<file path="config.mk">
export PLATFORM = sky130hd
export DESIGN_NAME = jtag_cmd_engine
export DESIGN_NICKNAME = d
export VERILOG_FILES = /design/src/rtl/jtag_pkg.sv /design/src/rtl/jtag_tck_gen.sv /design/src/rtl/jtag_cmd_engine.sv
export SDC_FILE = /design/constraint.sdc
export NUM_CORES = 1
export LEC_CHECK = 0
export CORE_MARGIN = 1.5
export CORE_UTILIZATION = 55
export DETAILED_ROUTE_END_ITERATION = 12
export PLACE_DENSITY = 0.82
export SLEW_MARGIN = 20
export SYNTH_ARGS = -nofsm -noshare
export SYNTH_HDL_FRONTEND = slang
export SYNTH_HIERARCHICAL = 1
export SYNTH_SLANG_ARGS = --single-unit
</file>
<file path="constraint.sdc">
create_clock -name clk -period 6.2 [get_ports clk]
set_input_delay 0.62 -clock clk [delete_from_list [all_inputs] [get_ports clk]]
set_output_delay 0.62 -clock clk [all_outputs]
set_load 0.05 [all_outputs]
</file>
<file path="src/rtl/jtag_pkg.sv">
// Shared opcodes, FSM state type and small decode helpers for the JTAG command engine.
package jtag_pkg;

  localparam int unsigned OP_W = 3;

  localparam logic [OP_W-1:0] CMD_RESET               = 3'd0;
  localparam logic [OP_W-1:0] CMD_TMS_SEQ             = 3'd1;
  localparam logic [OP_W-1:0] CMD_SCAN_CHAIN          = 3'd2;
  localparam logic [OP_W-1:0] CMD_SCAN_CHAIN_FLIP_TMS = 3'd3;

  typedef enum logic [2:0] {
    ST_IDLE    = 3'd0,
    ST_RST_SEQ = 3'd1,
    ST_FETCH   = 3'd2,
    ST_LOW     = 3'd3,
    ST_HIGH    = 3'd4,
    ST_DONE    = 3'd5
  } state_e;

  function automatic logic is_known_op(input logic [OP_W-1:0] op);
    return (op == CMD_RESET) || (op == CMD_TMS_SEQ) ||
           (op == CMD_SCAN_CHAIN) || (op == CMD_SCAN_CHAIN_FLIP_TMS);
  endfunction

  function automatic logic is_scan_op(input logic [OP_W-1:0] op);
    return (op == CMD_SCAN_CHAIN) || (op == CMD_SCAN_CHAIN_FLIP_TMS);
  endfunction

  // Returns {tms, tdi} for one data bit of a TMS sequence or scan.
  function automatic logic [1:0] pin_bits(input logic [OP_W-1:0] op, input logic b,
                                          input logic last);
    if (op == CMD_TMS_SEQ) return {b, 1'b0};
    return {(op == CMD_SCAN_CHAIN_FLIP_TMS) && last, b};
  endfunction

endpackage

</file>
<file path="src/rtl/jtag_tck_gen.sv">
// TCK phase timer: counts TCK_DIV clk cycles per half period and flags the
// cycle whose closing edge raises (rise_en) or lowers (fall_en) TCK.
module jtag_tck_gen #(
  parameter int unsigned TCK_DIV = 4
) (
  input  logic clk,
  input  logic rst,
  input  logic en,
  output logic rise_en,
  output logic fall_en
);

  localparam int unsigned CNT_W = (TCK_DIV > 1) ? $clog2(TCK_DIV) : 1;
  localparam logic [CNT_W-1:0] CNT_MAX = CNT_W'(TCK_DIV - 1);

  logic [CNT_W-1:0] cnt_q;
  logic             phase_q;
  logic             wrap;

  assign wrap    = en && (cnt_q == CNT_MAX);
  assign rise_en = wrap && !phase_q;
  assign fall_en = wrap && phase_q;

  // Disabled means parked at the start of a low half period.
  always_ff @(posedge clk or posedge rst) begin
    if (rst) begin
      cnt_q   <= '0;
      phase_q <= 1'b0;
    end else if (!en) begin
      cnt_q   <= '0;
      phase_q <= 1'b0;
    end else if (wrap) begin
      cnt_q   <= '0;
      phase_q <= !phase_q;
    end else begin
      cnt_q   <= cnt_q + CNT_W'(1);
    end
  end

endmodule

</file>
<file path="src/rtl/jtag_cmd_engine.sv">
// JTAG master: executes reset / TMS-sequence / scan commands from a valid-ready
// port, streaming TMS/TDI beats in and captured TDO beats out.
module jtag_cmd_engine
  import jtag_pkg::*;
#(
  parameter int unsigned DATA_W     = 8,
  parameter int unsigned LEN_W      = 16,
  parameter int unsigned TCK_DIV    = 4,
  parameter int unsigned RESET_CLKS = 5
) (
  input  logic              clk,
  input  logic              rst,
  input  logic              cmd_valid,
  output logic              cmd_ready,
  input  logic [2:0]        cmd_op,
  input  logic [LEN_W-1:0]  cmd_nbits,
  output logic              cmd_err,
  input  logic              din_valid,
  output logic              din_ready,
  input  logic [DATA_W-1:0] din_data,
  output logic              dout_valid,
  input  logic              dout_ready,
  output logic [DATA_W-1:0] dout_data,
  output logic              dout_last,
  output logic              busy,
  output logic              tck,
  output logic              tms,
  output logic              tdi,
  input  logic              tdo
);

  localparam int unsigned IDX_W = (DATA_W > 1) ? $clog2(DATA_W) : 1;
  localparam logic [IDX_W-1:0] IDX_LAST = IDX_W'(DATA_W - 1);

  state_e            state_q, state_d;
  logic [2:0]        op_q;
  logic [LEN_W-1:0]  nbits_q;
  logic [LEN_W-1:0]  bit_cnt_q;
  logic [IDX_W-1:0]  idx_q;
  logic [DATA_W-1:0] sreg_q, sreg_nx;
  logic [DATA_W-1:0] asm_q, cap_vec;
  logic              din_got_q, din_got_d;

  logic gen_en, rise_en, fall_en;
  logic acc, din_fire, dout_ok, fetch_go;
  logic last_bit, next_last, beat_end, rst_last;

  logic              tck_d, tms_d, tdi_d, din_ready_d, cmd_err_d;
  logic              dout_valid_d, dout_last_d;
  logic [DATA_W-1:0] dout_data_d;

  assign gen_en = (state_q == ST_RST_SEQ) || (state_q == ST_LOW) || (state_q == ST_HIGH);

  jtag_tck_gen #(.TCK_DIV(TCK_DIV)) u_tck_gen (
    .clk     (clk),
    .rst     (rst),
    .en      (gen_en),
    .rise_en (rise_en),
    .fall_en (fall_en)
  );

  assign acc       = cmd_valid && cmd_ready;
  assign din_fire  = din_valid && din_ready;
  assign dout_ok   = !is_scan_op(op_q) || !dout_valid || dout_ready;
  assign fetch_go  = (state_q == ST_FETCH) && (din_got_q || din_fire) && dout_ok;
  assign last_bit  = (bit_cnt_q == (nbits_q - LEN_W'(1)));
  assign next_last = ((bit_cnt_q + LEN_W'(1)) == (nbits_q - LEN_W'(1)));
  assign beat_end  = (idx_q == IDX_LAST);
  assign rst_last  = (bit_cnt_q == LEN_W'(RESET_CLKS));
  assign sreg_nx   = sreg_q >> 1;

  always_ff @(posedge clk or posedge rst) begin
    if (rst) state_q <= ST_IDLE;
    else     state_q <= state_d;
  end

  always_comb begin
    state_d = state_q;
    case (state_q)
      ST_IDLE: begin
        if (acc) begin
          if (cmd_op == CMD_RESET)      state_d = ST_RST_SEQ;
          else if (!is_known_op(cmd_op)) state_d = ST_IDLE;
          else if (cmd_nbits == '0)      state_d = ST_DONE;
          else                           state_d = ST_FETCH;
        end
      end
      ST_RST_SEQ: if (fall_en && rst_last) state_d = ST_DONE;
      ST_FETCH:   if (fetch_go) state_d = ST_LOW;
      ST_LOW:     if (rise_en) state_d = ST_HIGH;
      ST_HIGH: begin
        if (fall_en) begin
          if (last_bit)      state_d = ST_DONE;
          else if (beat_end) state_d = ST_FETCH;
          else               state_d = ST_LOW;
        end
      end
      ST_DONE: state_d = ST_IDLE;
      default: state_d = ST_IDLE;
    endcase
  end

  // Next values of the registered pins and handshake outputs.
  always_comb begin
    tck_d        = tck;
    tms_d        = tms;
    tdi_d        = tdi;
    din_got_d    = din_got_q;
    dout_valid_d = dout_valid;
    dout_last_d  = dout_last;
    dout_data_d  = dout_data;
    cmd_err_d    = acc && !is_known_op(cmd_op);
    cap_vec      = asm_q;
    cap_vec[idx_q] = tdo;

    if (rise_en) tck_d = 1'b1;
    if (fall_en) tck_d = 1'b0;
    if (dout_valid && dout_ready) dout_valid_d = 1'b0;

    case (state_q)
      ST_IDLE: begin
        if (acc && (cmd_op == CMD_RESET)) begin
          tms_d = (RESET_CLKS != 0);
          tdi_d = 1'b0;
        end
      end
      ST_RST_SEQ: begin
        if (fall_en && !rst_last) tms_d = ((bit_cnt_q + LEN_W'(1)) < LEN_W'(RESET_CLKS));
      end
      ST_FETCH: begin
        if (fetch_go) begin
          {tms_d, tdi_d} = pin_bits(op_q, din_got_q ? sreg_q[0] : din_data[0], last_bit);
          din_got_d      = 1'b0;
        end else if (din_fire) begin
          din_got_d = 1'b1;
        end
      end
      ST_LOW: begin
        // Beat completes on its last bit's rising edge, including that bit's tdo.
        if (rise_en && is_scan_op(op_q) && (beat_end || last_bit)) begin
          dout_valid_d = 1'b1;
          dout_data_d  = cap_vec;
          dout_last_d  = last_bit;
        end
      end
      ST_HIGH: begin
        if (fall_en && !last_bit && !beat_end) {tms_d, tdi_d} = pin_bits(op_q, sreg_nx[0], next_last);
      end
      default: ;
    endcase

    if ((state_d == ST_IDLE) || (state_d == ST_DONE) || (state_d == ST_FETCH)) tck_d = 1'b0;
    if ((state_d == ST_IDLE) || (state_d == ST_DONE)) begin
      tms_d = 1'b0;
      tdi_d = 1'b0;
    end
    din_ready_d = (state_d == ST_FETCH) && !din_got_d;
  end

  always_ff @(posedge clk or posedge rst) begin
    if (rst) begin
      tck        <= 1'b0;
      tms        <= 1'b0;
      tdi        <= 1'b0;
      cmd_ready  <= 1'b1;
      busy       <= 1'b0;
      cmd_err    <= 1'b0;
      din_ready  <= 1'b0;
      dout_valid <= 1'b0;
      dout_last  <= 1'b0;
      dout_data  <= '0;
    end else begin
      tck        <= tck_d;
      tms        <= tms_d;
      tdi        <= tdi_d;
      cmd_ready  <= (state_d == ST_IDLE);
      busy       <= (state_d != ST_IDLE);
      cmd_err    <= cmd_err_d;
      din_ready  <= din_ready_d;
      dout_valid <= dout_valid_d;
      dout_last  <= dout_last_d;
      dout_data  <= dout_data_d;
    end
  end

  // Command latch, bit/beat counters, din shifter and tdo assembly.
  always_ff @(posedge clk or posedge rst) begin
    if (rst) begin
      op_q      <= CMD_RESET;
      nbits_q   <= '0;
      bit_cnt_q <= '0;
      idx_q     <= '0;
      sreg_q    <= '0;
      asm_q     <= '0;
      din_got_q <= 1'b0;
    end else begin
      case (state_q)
        ST_IDLE: begin
          if (acc) begin
            op_q      <= cmd_op;
            nbits_q   <= cmd_nbits;
            bit_cnt_q <= '0;
            idx_q     <= '0;
          end
        end
        ST_RST_SEQ: if (fall_en) bit_cnt_q <= bit_cnt_q + LEN_W'(1);
        ST_FETCH: begin
          if (din_fire) sreg_q <= din_data;
          if (fetch_go) begin
            asm_q <= '0;
            idx_q <= '0;
          end
        end
        ST_LOW: if (rise_en) asm_q[idx_q] <= tdo;
        ST_HIGH: begin
          if (fall_en) begin
            bit_cnt_q <= bit_cnt_q + LEN_W'(1);
            idx_q     <= idx_q + IDX_W'(1);
            sreg_q    <= sreg_nx;
          end
        end
        default: ;
      endcase
      din_got_q <= din_got_d;
    end
  end

endmodule

</file>
* Yosys cells after proc, flatten, opt, wreduce, memory -nomap -nowiden
Cells that the tools add are included.
Operators by class: add/sub/neg operators 4, $lt $le $gt $ge 3, eq/ne operators 28, mux-type cells 61, reduce and logical (&&, ||, !) cells 61
Operators with widths (count):
- $mux 3 | 12
- $eq 16x16->1 | 2
- $mux 16 | 2
- $mux 8 | 4
- $pmux 16 s2 | 1
- $pmux 8 s2 | 2
- $mux 1 | 28
- $eq 3x2->1 const B | 7
- $logic_and 1x1->1 | 20
- $add 16x1->16 const B | 1
- $eq 16x3->1 const B | 1
- $logic_not 16->1 | 1
- $lt 16x3->1 const B | 1
- $sub 16x1->16 const B | 1
- $pmux 3 s5 | 1
- $logic_or 1x1->1 | 12
- $mux 2 | 6
- $ne 2x2->1 const B | 6
- $eq 3x1->1 const B | 3
- $eq 3x3->1 const B | 3
- $logic_not 3->1 | 3
- $pmux 3 s3 | 1
- $reduce_and 3->1 | 3
- $reduce_bool 3->1 | 3
- other kinds (21) | 33
Storage, ports and cells: bits in registers 78, bits of input ports 33, output and inout bits 17, word-level logic and storage cells 177

* Depth between registers and ports, before layout
depth in word-level cells 13, gate-level depth with buffers 14, mapped depth without buffers 12

* By module
The synthesis kept the hierarchy.
Modules (own cells, without submodules):
- jtag_cmd_engine | times used 1, cells each 591, area each 4878.4 um^2, seq. area each 1878.1 um^2
- jtag_tck_gen | times used 1, cells each 12, area each 138.9 um^2, seq. area each 75.1 um^2

* Worst setup path after synthesis
Ideal clock, no wire load.
path kind register to register, from reg state_q[0], to reg tms, library setup time 0.122 ns, arrival time 2.968 ns, data required time 6.078 ns, path slack 3.111 ns, cell stages (with the launch flop) 14, path buffers 2, clock period less this slack 3.089 ns, cell sequence dfrtp_1 > clkbuf_1 > nor2_1 > nand2_1 > clkbuf_1 > nand2_1 > and3_2 > nand2_1 > or3_1 > a21oi_1 > a2111oi_0 > o21ai_4 > or3_4 > o2111a_1
Between the ends: word-level cells in the longest chain between the ends 12, elaborated cells on any way between the ends 33, classes of those cells eq/ne: 9; mux: 8; reduce/logical: 16
RTL lines:
- start: declaration | RTL line jtag_cmd_engine.sv:35 | state_e state_q, state_d;
- start signal: assignment | RTL line jtag_cmd_engine.sv:74 | else state_q <= state_d;
- $eq 3x1->1 / $eq 3x2->1 (equally long branches) | RTL line jtag_cmd_engine.sv:52 | assign gen_en = (state_q == ST_RST_SEQ) || (state_q == ST_LOW) || (state_q == ST_HIGH);
- $logic_or 1x1->1 | RTL line jtag_cmd_engine.sv:52
- $logic_or 1x1->1 (*) | RTL line jtag_cmd_engine.sv:52
- via gen_en | RTL line jtag_cmd_engine.sv:44 | logic gen_en, rise_en, fall_en;
- $logic_and 1x1->1 (*) | RTL line jtag_tck_gen.sv:20 | assign wrap = en && (cnt_q == CNT_MAX);
- $logic_and 1x1->1 (*) | RTL line jtag_tck_gen.sv:22 | assign fall_en = wrap && phase_q;
- via fall_en | RTL line jtag_cmd_engine.sv:44
- $logic_and 1x1->1 | RTL line jtag_cmd_engine.sv:88 | ST_RST_SEQ: if (fall_en && rst_last) state_d = ST_DONE;
- $mux 3 | RTL line jtag_cmd_engine.sv:88
- $pmux 3 s5 (*) | RTL line jtag_cmd_engine.sv:79 | case (state_q)
- via state_d[0] | RTL line jtag_cmd_engine.sv:35
- $eq 3x3->1 / $logic_not 3->1 (equally long branches) | RTL line jtag_cmd_engine.sv:153 | if ((state_d == ST_IDLE) || (state_d == ST_DONE)) begin
- $logic_or 1x1->1 (*) | RTL line jtag_cmd_engine.sv:153
- $ne 3x3->1 (no source line) (tied with other cells)
- $reduce_and 5->1 (no source line)
- end signal: assignment | RTL line jtag_cmd_engine.sv:174 | tms <= tms_d;
- end: declaration | RTL line jtag_cmd_engine.sv:27 | output logic tms,
The timed path passes the listed nets; every way through them passes the cells marked *. A chain may end at the register's enable or synchronous reset.

* Worst setup path after layout
from reg nbits_q[0], to reg dout_data[7]
Between the ends: word-level cells in the longest chain between the ends 5
RTL lines:
- start: declaration | RTL line jtag_cmd_engine.sv:37 | logic [LEN_W-1:0] nbits_q;
- start signal: assignment | RTL line jtag_cmd_engine.sv:201 | nbits_q <= cmd_nbits;
- $sub 16x1->16 | RTL line jtag_cmd_engine.sv:66 | assign last_bit = (bit_cnt_q == (nbits_q - LEN_W'(1)));
- $eq 16x16->1 | RTL line jtag_cmd_engine.sv:66
- $logic_or 1x1->1 | RTL line jtag_cmd_engine.sv:140 | if (rise_en && is_scan_op(op_q) && (beat_end || last_bit)) begin
- $logic_and 1x1->1 | RTL line jtag_cmd_engine.sv:140
- $reduce_and 2->1 (no source line)
- end signal: assignment | RTL line jtag_cmd_engine.sv:182 | dout_data <= dout_data_d;
- end: declaration | RTL line jtag_cmd_engine.sv:23 | output logic [DATA_W-1:0] dout_data,
Every way passes these cells.

==> impl_metrics.py <==
metrics = {
    "sta": {
        "setup_viol": 0,
        "worstMarginPinSlew_ps": 1060,
        "fin_ws_ps": 2530,
        "relSlewSlack_pct": 29.1,
        "report.final.slew_viol_count": 0,
        "timing.final.crit_share_pct": 59.3,
        "min_period_ps": 3670,
        "max_freq_ghz": 0.272,
        "hold_viol_final": 0,
        "grt_setup_unrepaired": "no",
        "tns_ps": 0,
        "fin_worst_skew_ps": 7.96,
    },
    "synth": {
        "synth_seq_area_share_pct": 38.9,
        "synth_area_sq_mm": 0.00502,
        "ys_warn_count": 6,
        "synthFlopType": "dfrtp_1",
        "synth_edf_count": 0,
        "ys_ff_latch": 78,
        "syn_area_per_cell_sq_um": 8.32,
        "synthCells": 603,
        "synth_async_sr_flop_share_pct": 100,
        "synth_nets": 642,
        "synth.distinct_cells": 76,
    },
    "worst_setup_path": {
        "cp_data_required_time_ps": 6410,
        "critPathArrivalTime_ps": 3880,
        "start_kind": "flip-flop",
        "crit_chain": "inv_1, ha_1, or3b_2, nor4_1, xnor3_1, and4b_1, o21bai_1, o21ai_0",
        "ff2ff_setup_slack_ps": 2530,
        "crit_fanout": 17,
        "cpMaxStageDelayCell": "o21bai_1",
        "worstSetupPathType": "reg2reg",
        "ff2ff_path_depth": 8,
        "max_stage_delay_ps": 830,
        "crit_path_end_kind": "flip-flop",
    },
    "outcome": {
        "outcome": "finished clean",
    },
    "hold_path": {
        "hold_path.class": "in2async",
    },
    "floorplan": {
        "core_sq_mm": 0.00876,
        "fp-row-count": 34,
        "start_util_pct": 57.3,
        "die_area_sq_mm": 0.00970,
        "pin_count": 50,
        "die_h_um": 98.5,
        "die_w_um": 98.5,
    },
    "final_layout": {
        "syn2layout_area_growth_pct": 13.3,
        "drive_gt1_share_pct": 6.01,
        "layout_common_cells": "117 x nand2_1, 77 x dfrtp_1, 49 x clkdlybuf4s50_1",
        "fin_nets": 666,
        "layout_commonest_cell": "nand2_1",
        "n_fill_cell": 748,
        "antenna_cells": 0,
    },
    "clocking": {
        "clk_latency_ps": 370,
        "cts.path.max_buffers": 2,
        "cts.sinks": 78,
        "cts_root_buf": "clkbuf_8",
        "cts_buffers": 9,
        "cts.htree.levels": 3,
        "clkTransAtPathRegs_ps": 90,
        "post_cts_buffers": 0,
        "postCtsResizedCells": 0,
        "cts_tree": "built",
        "postCtsHoldBufs": 0,
    },
    "global_routing": {
        "grt.overflow.total": 0,
        "first_global_vias": 4287,
        "grt_max_degree": 76,
        "antenna_found_initial": 0,
        "grt_pass1_wl_um": 21200,
        "grtUsageTotal_pct": 27.5,
    },
    "power": {
        "netSwitchingPower_uw": 1060,
        "power_frac_clock_pct": 15.3,
        "p_int_uw": 1290,
        "swShare_pct": 45.1,
        "combPwrFrac_pct": 45.9,
        "p_leak_uw": 0.00234,
        "power_frac_seq_pct": 38.8,
        "power.density_mw_per_mm2": 412,
        "peakVddDrop_v": 0.000229,
    },
    "placement": {
        "place_congestion": 0.934,
        "post-place-ws_ps": 2570,
        "io_buffers": 49,
        "hpwl_um": 9330,
    },
    "routing": {
        "remaining_drc_errors": 0,
        "wl_um": 12800,
        "antenna_left": 0,
        "via_per_inst": 6.11,
        "wire_per_inst_um": 17.3,
        "first_pass_iters": 5,
        "drt_iter0_drc": 377,
        "vias": 4520,
    },
    "flow_run": {
        "max_cap_viol_count": 0,
    },
}
==> sequential cells by signal (all words and copies together), names as in the netlist <==
| name | count |
|---|---|
| dout_valid | 1 |
| dout_data | 8 |
| tms | 1 |
| u_tck_gen/phase_q | 1 |
| bit_cnt_q | 16 |
| sreg_q | 8 |
| dout_last | 1 |
| cmd_ready | 1 |
| din_got_q | 1 |
| op_q | 3 |
| u_tck_gen/cnt_q | 2 |
| state_q | 3 |
| tdi | 1 |
| tck | 1 |
| busy | 1 |
| idx_q | 3 |
| cmd_err | 1 |
| din_ready | 1 |
| asm_q | 8 |
| nbits_q | 16 |
==> per-stage QoR <==
step                hold slack, ps  instances  utilization (%)  power [uW]  instance area (sq um)
global route                   469        740             64.8        2510                   5680
floorplan                      374        603                -        1710                   5020
CTS                            457        740             64.8        2330                   5680
detailed placement             446        724             62.8        1970                   5510
global placement               428        724             62.8        1950                   5510
finish                         458        740             64.8        2340                   5680
==> path summary, 6_finish.rpt <==
check,end,from
worst max-delay path,dout_data[7],nbits_q[0]
worst min-delay path,u_tck_gen/cnt_q[0],rst
min in group clk,u_tck_gen/cnt_q[0],u_tck_gen/cnt_q[0]
worst max register to register,dout_data[7],nbits_q[0]
max in group asynchronous,nbits_q[2],rst
worst min register to register,u_tck_gen/cnt_q[0],u_tck_gen/cnt_q[0]
==> worst max-delay path, delay by kind of cell (launching register included) <==
family | cells | cell delay [ps]
AOI/OAI and AO/OA | 2 | 1060
xor gates and xnor gates | 1 | 350
adders and majority gates | 1 | 290
buffers and inverters | 1 | 100
DFF | 1 | 450
and+or+nand+nor | 3 | 1260
==> kinds of logic after synthesis <==
kind of cell / synth area share, %
AO/OA/AOI/OAI: 18.4
XOR/XNOR: 7.38
adder cells (fa/ha/maj): 1.50
buffers and inverters: 4.51
flip-flops: 38.9
multiplexers: 1.82
AND/OR/NAND/NOR: 27.5
==> cell type report <==
| type | instances | area, sq um | share of cell area (%) |
|---|---|---|---|
| Clock buffer | 10 | 128 | 2.25 |
| Inverter | 17 | 63.8 | 1.12 |
| Timing Repair Buffer | 52 | 513 | 9.03 |
| Clock inverter | 6 | 47.5 | 0.837 |
| Tap cell | 108 | 135 | 2.38 |
| Sequential cell | 78 | 1950 | 34.4 |
| Multi-Input combinational cell | 469 | 2840 | 50.0 |
==> cell usage after synthesis, drive strengths merged, types with 5 or more instances <==
cell / count / share of area [%]
a21oi: 13 / 1.3
a31oi: 11 / 1.4
and3: 11 / 1.4
buf: 8 / 0.90
clkbuf: 31 / 2.3
dfrtp: 77 / 38
ha: 6 / 1.5
inv: 17 / 1.3
mux2i: 8 / 1.6
nand2: 117 / 8.8
nand2b: 8 / 1.0
nand3: 19 / 1.9
nand4: 7 / 0.87
nor2: 44 / 3.3
nor3: 16 / 1.6
nor3b: 5 / 0.85
nor4: 16 / 2.4
o21a: 6 / 0.90
o21ai: 49 / 5.3
o31ai: 16 / 2.4
or3: 8 / 1.1
or4: 6 / 0.97
xnor2: 24 / 4.2
xor2: 13 / 2.3
==> power by group through the flow <==
| stage | Sequential, uW | Clock, uW | Combinational, uW |
|---|---|---|---|
| after detailed placement | 912 | 0 | 1060 |
| final | 910 | 359 | 1070 |
| after CTS | 901 | 365 | 1070 |
| after floorplan | 778 | 0 | 932 |
| after global placement | 902 | 0 | 1040 |
| after global routing | 937 | 385 | 1190 |
==> metal layers <==
layer | GRT usage [%] | vias up | wire [um]
met1 | 39.5 | 2143 | 6060
met2 | 42.5 | 155 | 5700
met3 | 4.61 | 20 | 767
met5 | 0 | - | 0
met4 | 8.88 | 0 | 243
li1 | - | 2202 | -
(Power assumes the default switching activity.)
